[src/rtl/mac_arbiter_pkg.sv]
// Shared types and constants for the MAC arbiter slice.
//   P        : operand width
//   NREQ_DEF : default requester count
//   LAT      : accept-to-result latency of mac_pipe (three register stages)
//   tag_t, opnd_t, res_t, arb_state_t : common typedefs
//   mac_calc : unsigned A*B+C at full 2P-bit result width
package SysVerParam;

  localparam int unsigned P        = 8;
  localparam int unsigned NREQ_DEF = 4;
  localparam int unsigned LAT      = 3;

  typedef logic [$clog2(NREQ_DEF)-1:0] tag_t;
  typedef logic [P-1:0]                opnd_t;
  typedef logic [2*P-1:0]              res_t;

  typedef enum logic [1:0] {
    IDLE,
    RUN,
    DRAIN
  } arb_state_t;

  // Operands are zero-extended before the multiply so nothing is truncated;
  // (2^P-1)^2 + (2^P-1) always fits in 2P bits.
  function automatic res_t mac_calc(opnd_t a, opnd_t b, opnd_t c);
    return res_t'(a) * res_t'(b) + res_t'(c);
  endfunction

endpackage

[src/rtl/mac_arbiter_pipe.sv]
// mac_pipe: three-stage A*B+C datapath with a tag/valid sideband.
//   i_clk, i_rst        : clock, asynchronous active-high reset
//   i_valid, i_tag      : operation accepted this edge, and its requester tag
//   i_a, i_b, i_c       : operands
//   o_valid, o_tag      : result valid and the tag it belongs to
//   o_data              : A*B+C, held while o_valid is low
//   o_busy              : any stage holds a valid operation
// Stage 1 registers operands, stage 2 registers the sum, stage 3 is the
// output register, giving LAT = 3.
module mac_pipe
  import SysVerParam::*;
#(
  parameter int unsigned TW = 2
) (
  input  logic           i_clk,
  input  logic           i_rst,
  input  logic           i_valid,
  input  logic [TW-1:0]  i_tag,
  input  logic [P-1:0]   i_a,
  input  logic [P-1:0]   i_b,
  input  logic [P-1:0]   i_c,
  output logic           o_valid,
  output logic [TW-1:0]  o_tag,
  output logic [2*P-1:0] o_data,
  output logic           o_busy
);

  logic           r_s1_v;
  logic [TW-1:0]  r_s1_tag;
  logic [P-1:0]   r_s1_a;
  logic [P-1:0]   r_s1_b;
  logic [P-1:0]   r_s1_c;

  logic           r_s2_v;
  logic [TW-1:0]  r_s2_tag;
  logic [2*P-1:0] r_s2_sum;

  logic           r_s3_v;
  logic [TW-1:0]  r_s3_tag;
  logic [2*P-1:0] r_s3_data;

  // Stage 1: operand capture.
  always_ff @(posedge i_clk or posedge i_rst) begin
    if (i_rst) begin
      r_s1_v   <= 1'b0;
      r_s1_tag <= '0;
      r_s1_a   <= '0;
      r_s1_b   <= '0;
      r_s1_c   <= '0;
    end else begin
      r_s1_v <= i_valid;
      if (i_valid) begin
        r_s1_tag <= i_tag;
        r_s1_a   <= i_a;
        r_s1_b   <= i_b;
        r_s1_c   <= i_c;
      end
    end
  end

  // Stage 2: multiply-add.
  always_ff @(posedge i_clk or posedge i_rst) begin
    if (i_rst) begin
      r_s2_v   <= 1'b0;
      r_s2_tag <= '0;
      r_s2_sum <= '0;
    end else begin
      r_s2_v <= r_s1_v;
      if (r_s1_v) begin
        r_s2_tag <= r_s1_tag;
        r_s2_sum <= mac_calc(r_s1_a, r_s1_b, r_s1_c);
      end
    end
  end

  // Stage 3: output register; data only loads on a valid so it holds otherwise.
  always_ff @(posedge i_clk or posedge i_rst) begin
    if (i_rst) begin
      r_s3_v    <= 1'b0;
      r_s3_tag  <= '0;
      r_s3_data <= '0;
    end else begin
      r_s3_v <= r_s2_v;
      if (r_s2_v) begin
        r_s3_tag  <= r_s2_tag;
        r_s3_data <= r_s2_sum;
      end
    end
  end

  assign o_valid = r_s3_v;
  assign o_tag   = r_s3_tag;
  assign o_data  = r_s3_data;
  assign o_busy  = r_s1_v | r_s2_v | r_s3_v;

endmodule

[src/rtl/mac_arbiter.sv]
// mac_arbiter: round-robin sharing of one pipelined A*B+C unit.
//   C, R       : clock, asynchronous active-high reset
//   req_valid  : per-requester request
//   req_a/b/c  : packed operands, requester i at [i*P +: P]
//   req_ready  : one-hot grant (transfer on valid & ready)
//   flush      : level; stop granting and drain the pipeline
//   res_valid  : one-hot result strobe back to the issuing requester
//   res_data   : A*B+C, holds when res_valid is low
//   busy       : any operation in flight
//   drained    : one-cycle pulse when a drain completes
module mac_arbiter
  import SysVerParam::*;
#(
  parameter int unsigned NREQ = NREQ_DEF
) (
  input  logic              C,
  input  logic              R,
  input  logic [NREQ-1:0]   req_valid,
  input  logic [NREQ*P-1:0] req_a,
  input  logic [NREQ*P-1:0] req_b,
  input  logic [NREQ*P-1:0] req_c,
  output logic [NREQ-1:0]   req_ready,
  input  logic              flush,
  output logic [NREQ-1:0]   res_valid,
  output logic [2*P-1:0]    res_data,
  output logic              busy,
  output logic              drained
);

  localparam int unsigned TW = $clog2(NREQ);

  arb_state_t     r_state;
  arb_state_t     w_state_nxt;
  logic [TW-1:0]  r_ptr;
  logic           r_drain_done;

  logic [NREQ-1:0] w_below;
  logic [NREQ-1:0] w_hi;
  logic [NREQ-1:0] w_sel;
  logic [NREQ-1:0] w_gnt;
  logic            w_accept_ok;
  logic            w_xfer;
  logic            w_empty;
  logic            w_drained;
  logic [TW-1:0]   w_tag;

  logic [P-1:0]    w_a_arr [NREQ];
  logic [P-1:0]    w_b_arr [NREQ];
  logic [P-1:0]    w_c_arr [NREQ];

  logic            w_p_valid;
  logic [TW-1:0]   w_p_tag;
  logic [2*P-1:0]  w_p_data;
  logic            w_p_busy;

  for (genvar g = 0; g < NREQ; g++) begin : g_opnd
    assign w_a_arr[g] = req_a[g*P +: P];
    assign w_b_arr[g] = req_b[g*P +: P];
    assign w_c_arr[g] = req_c[g*P +: P];
  end

  // Round-robin as two priority passes: first the requests at or above the
  // pointer, otherwise all requests (the wrap). x & -x isolates the lowest bit.
  always_comb begin
    w_below     = (NREQ'(1) << r_ptr) - NREQ'(1);
    w_hi        = req_valid & ~w_below;
    w_sel       = (|w_hi) ? w_hi : req_valid;
    w_accept_ok = !R && !flush && (r_state != DRAIN);
    w_gnt       = w_accept_ok ? (w_sel & (~w_sel + NREQ'(1))) : '0;
  end

  always_comb begin
    w_tag = '0;
    for (int unsigned j = 0; j < NREQ; j++) begin
      if (w_gnt[j[TW-1:0]]) w_tag = j[TW-1:0];
    end
  end

  // Grants are a subset of req_valid, so any grant is a transfer.
  assign w_xfer    = |w_gnt;
  assign req_ready = w_gnt;

  always_ff @(posedge C or posedge R) begin
    if (R) begin
      r_ptr <= '0;
    end else if (w_xfer) begin
      r_ptr <= (w_tag == TW'(NREQ - 1)) ? '0 : w_tag + TW'(1);
    end
  end

  mac_pipe #(
    .TW (TW)
  ) u_pipe (
    .i_clk   (C),
    .i_rst   (R),
    .i_valid (w_xfer),
    .i_tag   (w_tag),
    .i_a     (w_a_arr[w_tag]),
    .i_b     (w_b_arr[w_tag]),
    .i_c     (w_c_arr[w_tag]),
    .o_valid (w_p_valid),
    .o_tag   (w_p_tag),
    .o_data  (w_p_data),
    .o_busy  (w_p_busy)
  );

  assign w_empty   = !w_p_busy;
  assign busy      = w_p_busy;
  assign res_data  = w_p_data;
  assign res_valid = w_p_valid ? (NREQ'(1) << w_p_tag) : '0;

  always_ff @(posedge C or posedge R) begin
    if (R) begin
      r_state      <= IDLE;
      r_drain_done <= 1'b0;
    end else begin
      r_state <= w_state_nxt;
      // Remember the pulse for the rest of this DRAIN visit only.
      if (w_drained) begin
        r_drain_done <= 1'b1;
      end else if (r_state != DRAIN) begin
        r_drain_done <= 1'b0;
      end
    end
  end

  always_comb begin
    w_state_nxt = r_state;
    w_drained   = 1'b0;
    case (r_state)
      IDLE: begin
        if (flush) begin
          w_state_nxt = DRAIN;
        end else if (|req_valid) begin
          w_state_nxt = RUN;
        end
      end
      RUN: begin
        if (flush) begin
          w_state_nxt = DRAIN;
        end else if (!(|req_valid) && w_empty) begin
          w_state_nxt = IDLE;
        end
      end
      DRAIN: begin
        if (w_empty && !r_drain_done) w_drained = 1'b1;
        if (w_empty && !flush) w_state_nxt = IDLE;
      end
      default: w_state_nxt = IDLE;
    endcase
  end

  assign drained = w_drained;

endmodule
[config.mk]
export PLATFORM = sky130hd
export DESIGN_NAME = mac_arbiter
export DESIGN_NICKNAME = d
export VERILOG_FILES = /design/src/rtl/mac_arbiter_pkg.sv /design/src/rtl/mac_arbiter_pipe.sv /design/src/rtl/mac_arbiter.sv
export SDC_FILE = /design/constraint.sdc
export NUM_CORES = 1
export LEC_CHECK = 0
export ABC_AREA = 1
export CAP_MARGIN = 20
export CORE_MARGIN = 1.5
export CORE_UTILIZATION = 57
export CTS_CLUSTER_SIZE = 10
export DETAILED_ROUTE_END_ITERATION = 8
export GPL_TIMING_DRIVEN = 0
export HOLD_SLACK_MARGIN = 0.12
export PLACE_DENSITY = 0.87
export SYNTH_ARGS = -nofsm -noshare
export SYNTH_HDL_FRONTEND = slang
export SYNTH_SLANG_ARGS = --single-unit
export TNS_END_PERCENT = 50
[constraint.sdc]
create_clock -name C -period 7.86 [get_ports C]
set_input_delay 1.572 -clock C [delete_from_list [all_inputs] [get_ports C]]
set_output_delay 1.572 -clock C [all_outputs]
set_load 0.01 [all_outputs]
* Yosys cells after proc, flatten, opt, wreduce, memory -nomap -nowiden *
Cells that the tools add are included.

operators by class
  $add $sub $neg = 4
  $mul = 1
  divide/modulo/power cells = 0
  magnitude comparators = 1
  eq/ne operators = 7
  shifts and indexed selects = 2
  multiplexer cells = 26
  bitwise logic cells = 7
  reductions and logical operators = 16

operator list
  cell                                                 number
  binary-select mux 8 bit (select 2 bit)               3
  2-to-1 mux 8 bit                                     6
  adder 16 x 8 -> 16 bit                               1
  multiplier 8 x 8 -> 16 bit                           1
  2-to-1 mux 2 bit                                     8
  2-to-1 mux 4 bit                                     3
  OR reduction 4 bit                                   3
  bitwise AND 4 bit                                    2
  inverter 4 bit                                       2
  left shift 1 x 2 -> 4 bit, first input constant      2
  != test 3 bit, second input constant                 2
  case mux 2 bit (3 select lines)                      1
  logical AND 1 bit                                    5
  logical NOT 1 bit                                    5
  2-to-1 mux 1 bit                                     5
  adder 4 x 1 -> 4 bit, second input constant          1
  equality test 2 bit, second input constant           2
  != test 2 bit, second input constant                 2
  subtractor 4 x 2 -> 4 bit, second input constant     1
  >= comparator 3 bit, second input constant           1
  inverter 2 -> 3 bit                                  1
  AND reduction 3 bit                                  1
  adder 2 x 1 -> 2 bit, second input constant          1
  equality test 2 x 1 -> 1 bit, second input constant  1
  other kinds (3)                                      4

word-level totals
  register bits after elaboration = 70
  bits in latches = 0
  RAM bits = 0
  bits in read-only memories = 0
  bits of input ports = 103
  word-level logic and storage cells = 78
  memories = 0

* Depth between registers and ports, before layout *
  depth after elaboration = 17
  gate-level depth with buffers = 19
  depth with buffers taken out = 18

* Modules after synthesis *
A second synthesis with hierarchy kept.

unflattened totals
  cell total of the unflattened synthesis = 940
  area total of the unflattened synthesis = 6,517.5 sq um

modules (own cells, without submodules)
  module       instances  cells each  area each (sq um)  seq. area each (sq um)
  mac_pipe     1          596         4,919.7            1,626.6
  mac_arbiter  1          344         1,597.8            125.1

* Worst setup path before layout *
No wires, ideal clock.

  kind = reg-to-reg
  from = register u_pipe.r_s1_b[7]
  to = register u_pipe.r_s2_sum[12]
  arrival time = 3,925 ps
  required time = 7,726 ps
  slack = 3,801 ps
  cell stages (with the launch flop) = 17
  buffers on the path = 1
  clock period less this slack = 4,059 ps
  cells stage by stage = dfrtp_1 clkbuf_1 nand2_1 fa_1 fa_1 inv_1 fa_1 inv_1 fa_1 inv_1 ha_1 a21oi_1 o21a_1 nand2_1 a21oi_1 xor2_1 o21ai_0

between the ends
  cells in the longest elaborated chain, start to end = 2

RTL lines
  item                        line                    source
  start, declared             mac_arbiter_pipe.sv:31  logic [P-1:0] r_s1_b;
  start signal, assigned      mac_arbiter_pipe.sv:55  r_s1_b <= i_b;
  multiplier 8 x 8 -> 16 bit  mac_arbiter_pkg.sv:26   return res_t'(a) * res_t'(b) + res_t'(c);
  adder 16 x 8 -> 16 bit      mac_arbiter_pkg.sv:26
  end signal, assigned        mac_arbiter_pipe.sv:71  r_s2_sum <= mac_calc(r_s1_a, r_s1_b, r_s1_c);
  end, declared               mac_arbiter_pipe.sv:36  logic [2*P-1:0] r_s2_sum;

Every way passes these cells.
A chain may end at the register's enable or synchronous reset.

* Worst setup path in the final report *
  from = input req_valid[3]
  to = output req_ready[3]

between the ends
  cells in the longest elaborated chain, start to end = 7

RTL lines
  item                   line               source
  start, declared        mac_arbiter.sv:18  input logic [NREQ-1:0] req_valid,
  bitwise AND 4 bit      mac_arbiter.sv:66  w_hi = req_valid & ~w_below;
  OR reduction 4 bit     mac_arbiter.sv:67  w_sel = (|w_hi) ? w_hi : req_valid;
  2-to-1 mux 4 bit (*)   mac_arbiter.sv:67
  inverter 4 bit         mac_arbiter.sv:69  w_gnt = w_accept_ok ? (w_sel & (~w_sel + NREQ'(1))) : '0;
  adder 4 x 1 -> 4 bit   mac_arbiter.sv:69
  bitwise AND 4 bit (*)  mac_arbiter.sv:69
  2-to-1 mux 4 bit (*)   mac_arbiter.sv:69
  end, declared          mac_arbiter.sv:22  output logic [NREQ-1:0] req_ready,

Mark *: on every way between the ends. The rest lies on a longest branch, timed or not.

==> flow_summary.toml <==
[synth]
synthCells = 924
synth_area_leaders = "dfrtp_1, nand2_1, fa_1, inv_1, ha_1"
synth_mux_area_share_pct = 0
synth_xor_area_share_pct = 1.22
synthAdderAreaFrac_pct = 20.5
synth_compound_area_share_pct = 10.4
syn-mean-instance-area_um2 = 7.02
synth_edf_count = 0
synth_cell_types = 35
synth_flop_cell = "dfrtp_1"
yosys.area.top_type_share_pct = 27.0
synth_top_area_cell = "dfrtp_1"
synth-simple-area-share_pct = 24.2
yosys_warnings = 0
synth-async-reset-ratio_pct = 100
synth_top_family_by_area = "simple AND/OR/NAND/NOR gates"
synth_area_um2 = 6480
syn-num-nets = 1107
synth_seq_cells = 70
yosysSeqAreaShare_pct = 27.0
synth_most_common_cell = "nand2_1"
synthTopCellsByCount = "nand2_1, inv_1, dfrtp_1, nand3_1, o211ai_1"

[floorplan]
rows = 38
die_w_um = 110
start_util_pct = 59.0
dieArea_um2 = 12000
ios = 129
die_h_um = 110
core_region_area_um2 = 11000

[setup_path]
timing.rr.start = "u_pipe.r_s1_b[7]"
start_kind = "input pin"
r2r_cells = 16
path_cells = "clkdlybuf4s50_1 > inv_2 > nand3_1 > nand2_2 > nand2_1 > nand3_1 > nor3_1 > clkdlybuf4s50_1"
cpPeakStageDelay_ns = 0.60
cpMaxStageDelayCell = "clkdlybuf4s50_1"
arrival_ns = 3.55
path_delay_family = "buffers and inverters"
worstSetupPathType = "in2out"
worstPathMaxFanout = 7
critical_path_required_ns = 6.29
critPathCaptureType = "output pin"
rrSetupSlack_ns = 3.26
r2r_end = "u_pipe.r_s2_sum[12]"
crit_buf_inv = 3

[grt]
grt_pass1_vias = 6198
grt_use_total_pct = 28.7
grt_start_max_net_pins = 42
grt_pass1_wl_um = 27200
antenna_found_initial = 0
grt-ovfl-total = 0

[power_and_ir_drop]
power.internal_mw = 1.67
p_switching_mw = 1.66
p_comb_share_pct = 71.4
irDropWorstVdd_v = 0.000407
powerDensity_nw_per_um2 = 405
total_power_mw = 3.33
swShare_pct = 50.0
p_leak_nw = 4.73
seqPwrFrac_pct = 17.6
p_clk_share_pct = 10.9

[worst_hold_path]
holdCritStartpoint = "u_pipe.r_s1_v"
min_path_cells = 0
min_to = "u_pipe.r_s2_v"
hold_path_class = "reg2reg"

[clock_tree]
clock-root-buffer = "clkbuf_16"
numCtsBuffers = 9
cts_tree = "done"
insertion_delay_ns = 0.33
postCtsHoldBufs = 0
cts_sinks = 70
post_cts_buffers = 0
cts_buffer_depth = 2
cts-resized-gates = 0
clk_pin_slew_ns = 0.05
h-tree-depth = 3

[route]
drt-pass1-iter-count = 5
num_vias = 6161
wire_per_inst_um = 13.1
detail_route.vias_per_cell = 5.10
drc = 0
ant_nets = 0
wl_um = 15800
drt_iter0_markers = 405

[final_layout]
diodes = 0
area_delta_synth_final_pct = 26.8
final_layout_size_suffix_gt1_share_pct = 4.69
design_area_um2 = 8220
nets = 1247
instances_no_fill = 1207

[sta]
rsz0062_at_grt = "false"
clock-skew-final_ns = 0.00778
setup_viol = 0
fmax_mhz = 195
setup_tns_ns = 0
relSlewSlack_pct = 45.2
worst_pin_slew_ns = 0.821
post-route-period-util_pct = 65.2
slew_violations = 0
layout_min_cycle_time_ns = 5.12
final-hold-violation-count = 0

[job]
maxCapViolations = 0

[placement]
hpwl_um = 12700
dp.cells = 1193
place_congestion = 0.908
io_buffers = 128
placed_cell_area_um2 = 7960

[run_status]
status = "finished clean"
-- sequential cells by signal (all words and copies together), names as in the netlist --
signal and count:
u_pipe.o_tag 2, u_pipe.o_data 16, u_pipe.r_s1_v 1, u_pipe.r_s2_tag 2, u_pipe.r_s2_v 1, u_pipe.r_s1_c 8, u_pipe.r_s1_b 8, u_pipe.r_s1_a 8
r_state 2, r_ptr 2, r_drain_done 1, u_pipe.o_valid 1, u_pipe.r_s2_sum 16, u_pipe.r_s1_tag 2
-- power by group through the flow --
stage / sequential, mW / clock (mW) / combinational (mW)
detailed placement: 0.591 / 0 / 2.33
global route: 0.605 / 0.385 / 2.73
floorplan: 0.590 / 0 / 1.72
finish: 0.587 / 0.364 / 2.38
global placement: 0.581 / 0 / 2.20
CTS: 0.587 / 0.368 / 2.37
-- through the flow --
| step | setup slack (ns) | hold slack, ns | util [%] |
|---|---|---|---|
| global route | 2.64 | 0.374 | 74.9 |
| CTS | 2.75 | 0.367 | 74.9 |
| detailed placement | 2.77 | 0.357 | 72.5 |
| finish | 2.74 | 0.367 | 74.9 |
| global placement | 2.76 | 0.359 | 72.3 |
| floorplan | 3.80 | 0.352 | - |
-- cell type report --
type,count,area (µm²)
inverters,227,855
clock inverters,4,25.0
multi-input cells,577,3650
plain buffers,50,226
flip-flops and latches,70,1750
repair buffers,129,1300
well taps,140,175
fillers,838,2760
clock buffers,10,239
-- logic make-up after synthesis --
logic type               count (synthesis)
XOR/XNOR                                 9
AND/OR/NAND/NOR                        387
buffers and inverters                  277
flip-flops                              70
AO/OA/AOI/OAI                          101
adder cells (fa/ha/maj)                 80
-- cell usage in the layout (no fill, tap or decap), types with 5 or more instances in the layout --
cell type | Yosys | routed
dfrtp_1 | 70 | 70
o211ai_1 | 48 | 48
o21ai_0 | 27 | 27
nand3_1 | 57 | 57
nor3_1 | 7 | 7
inv_1 | 222 | 221
clkbuf_16 | 0 | 9
inv_2 | 4 | 5
clkbuf_1 | 30 | 30
xor2_1 | 6 | 6
nand2_1 | 301 | 301
fa_1 | 44 | 44
a21oi_1 | 13 | 13
ha_1 | 36 | 36
buf_2 | 13 | 13
buf_4 | 6 | 6
clkdlybuf4s50_1 | 0 | 128
nor2_1 | 14 | 14
-- worst max-delay path by stage --
| stage | startpoint | endpoint | slack, ns | depth (start not counted) |
|---|---|---|---|---|
| after CTS | req_valid[3] | req_ready[1] | 2.75 | 8 |
| final | req_valid[3] | req_ready[3] | 2.74 | 8 |
| after floorplan | u_pipe.r_s1_b[7] | u_pipe.r_s2_sum[12] | 3.80 | 16 |
| after detailed placement | req_valid[3] | req_ready[1] | 2.77 | 8 |
| after global routing | req_valid[3] | req_ready[1] | 2.64 | 8 |
| after global placement | req_valid[3] | req_ready[1] | 2.76 | 8 |
-- routing by layer --
| metal | wire length, µm | track usage (%) | vias up |
|---|---|---|---|
| li1 | - | - | 3059 |
| met1 | 6670 | 34.7 | 2851 |
| met2 | 7910 | 51.6 | 215 |
| met3 | 801 | 4.27 | 36 |
| met4 | 386 | 10.5 | 0 |
| met5 | 0 | 0 | - |
Power figures use the tool's default switching activity.
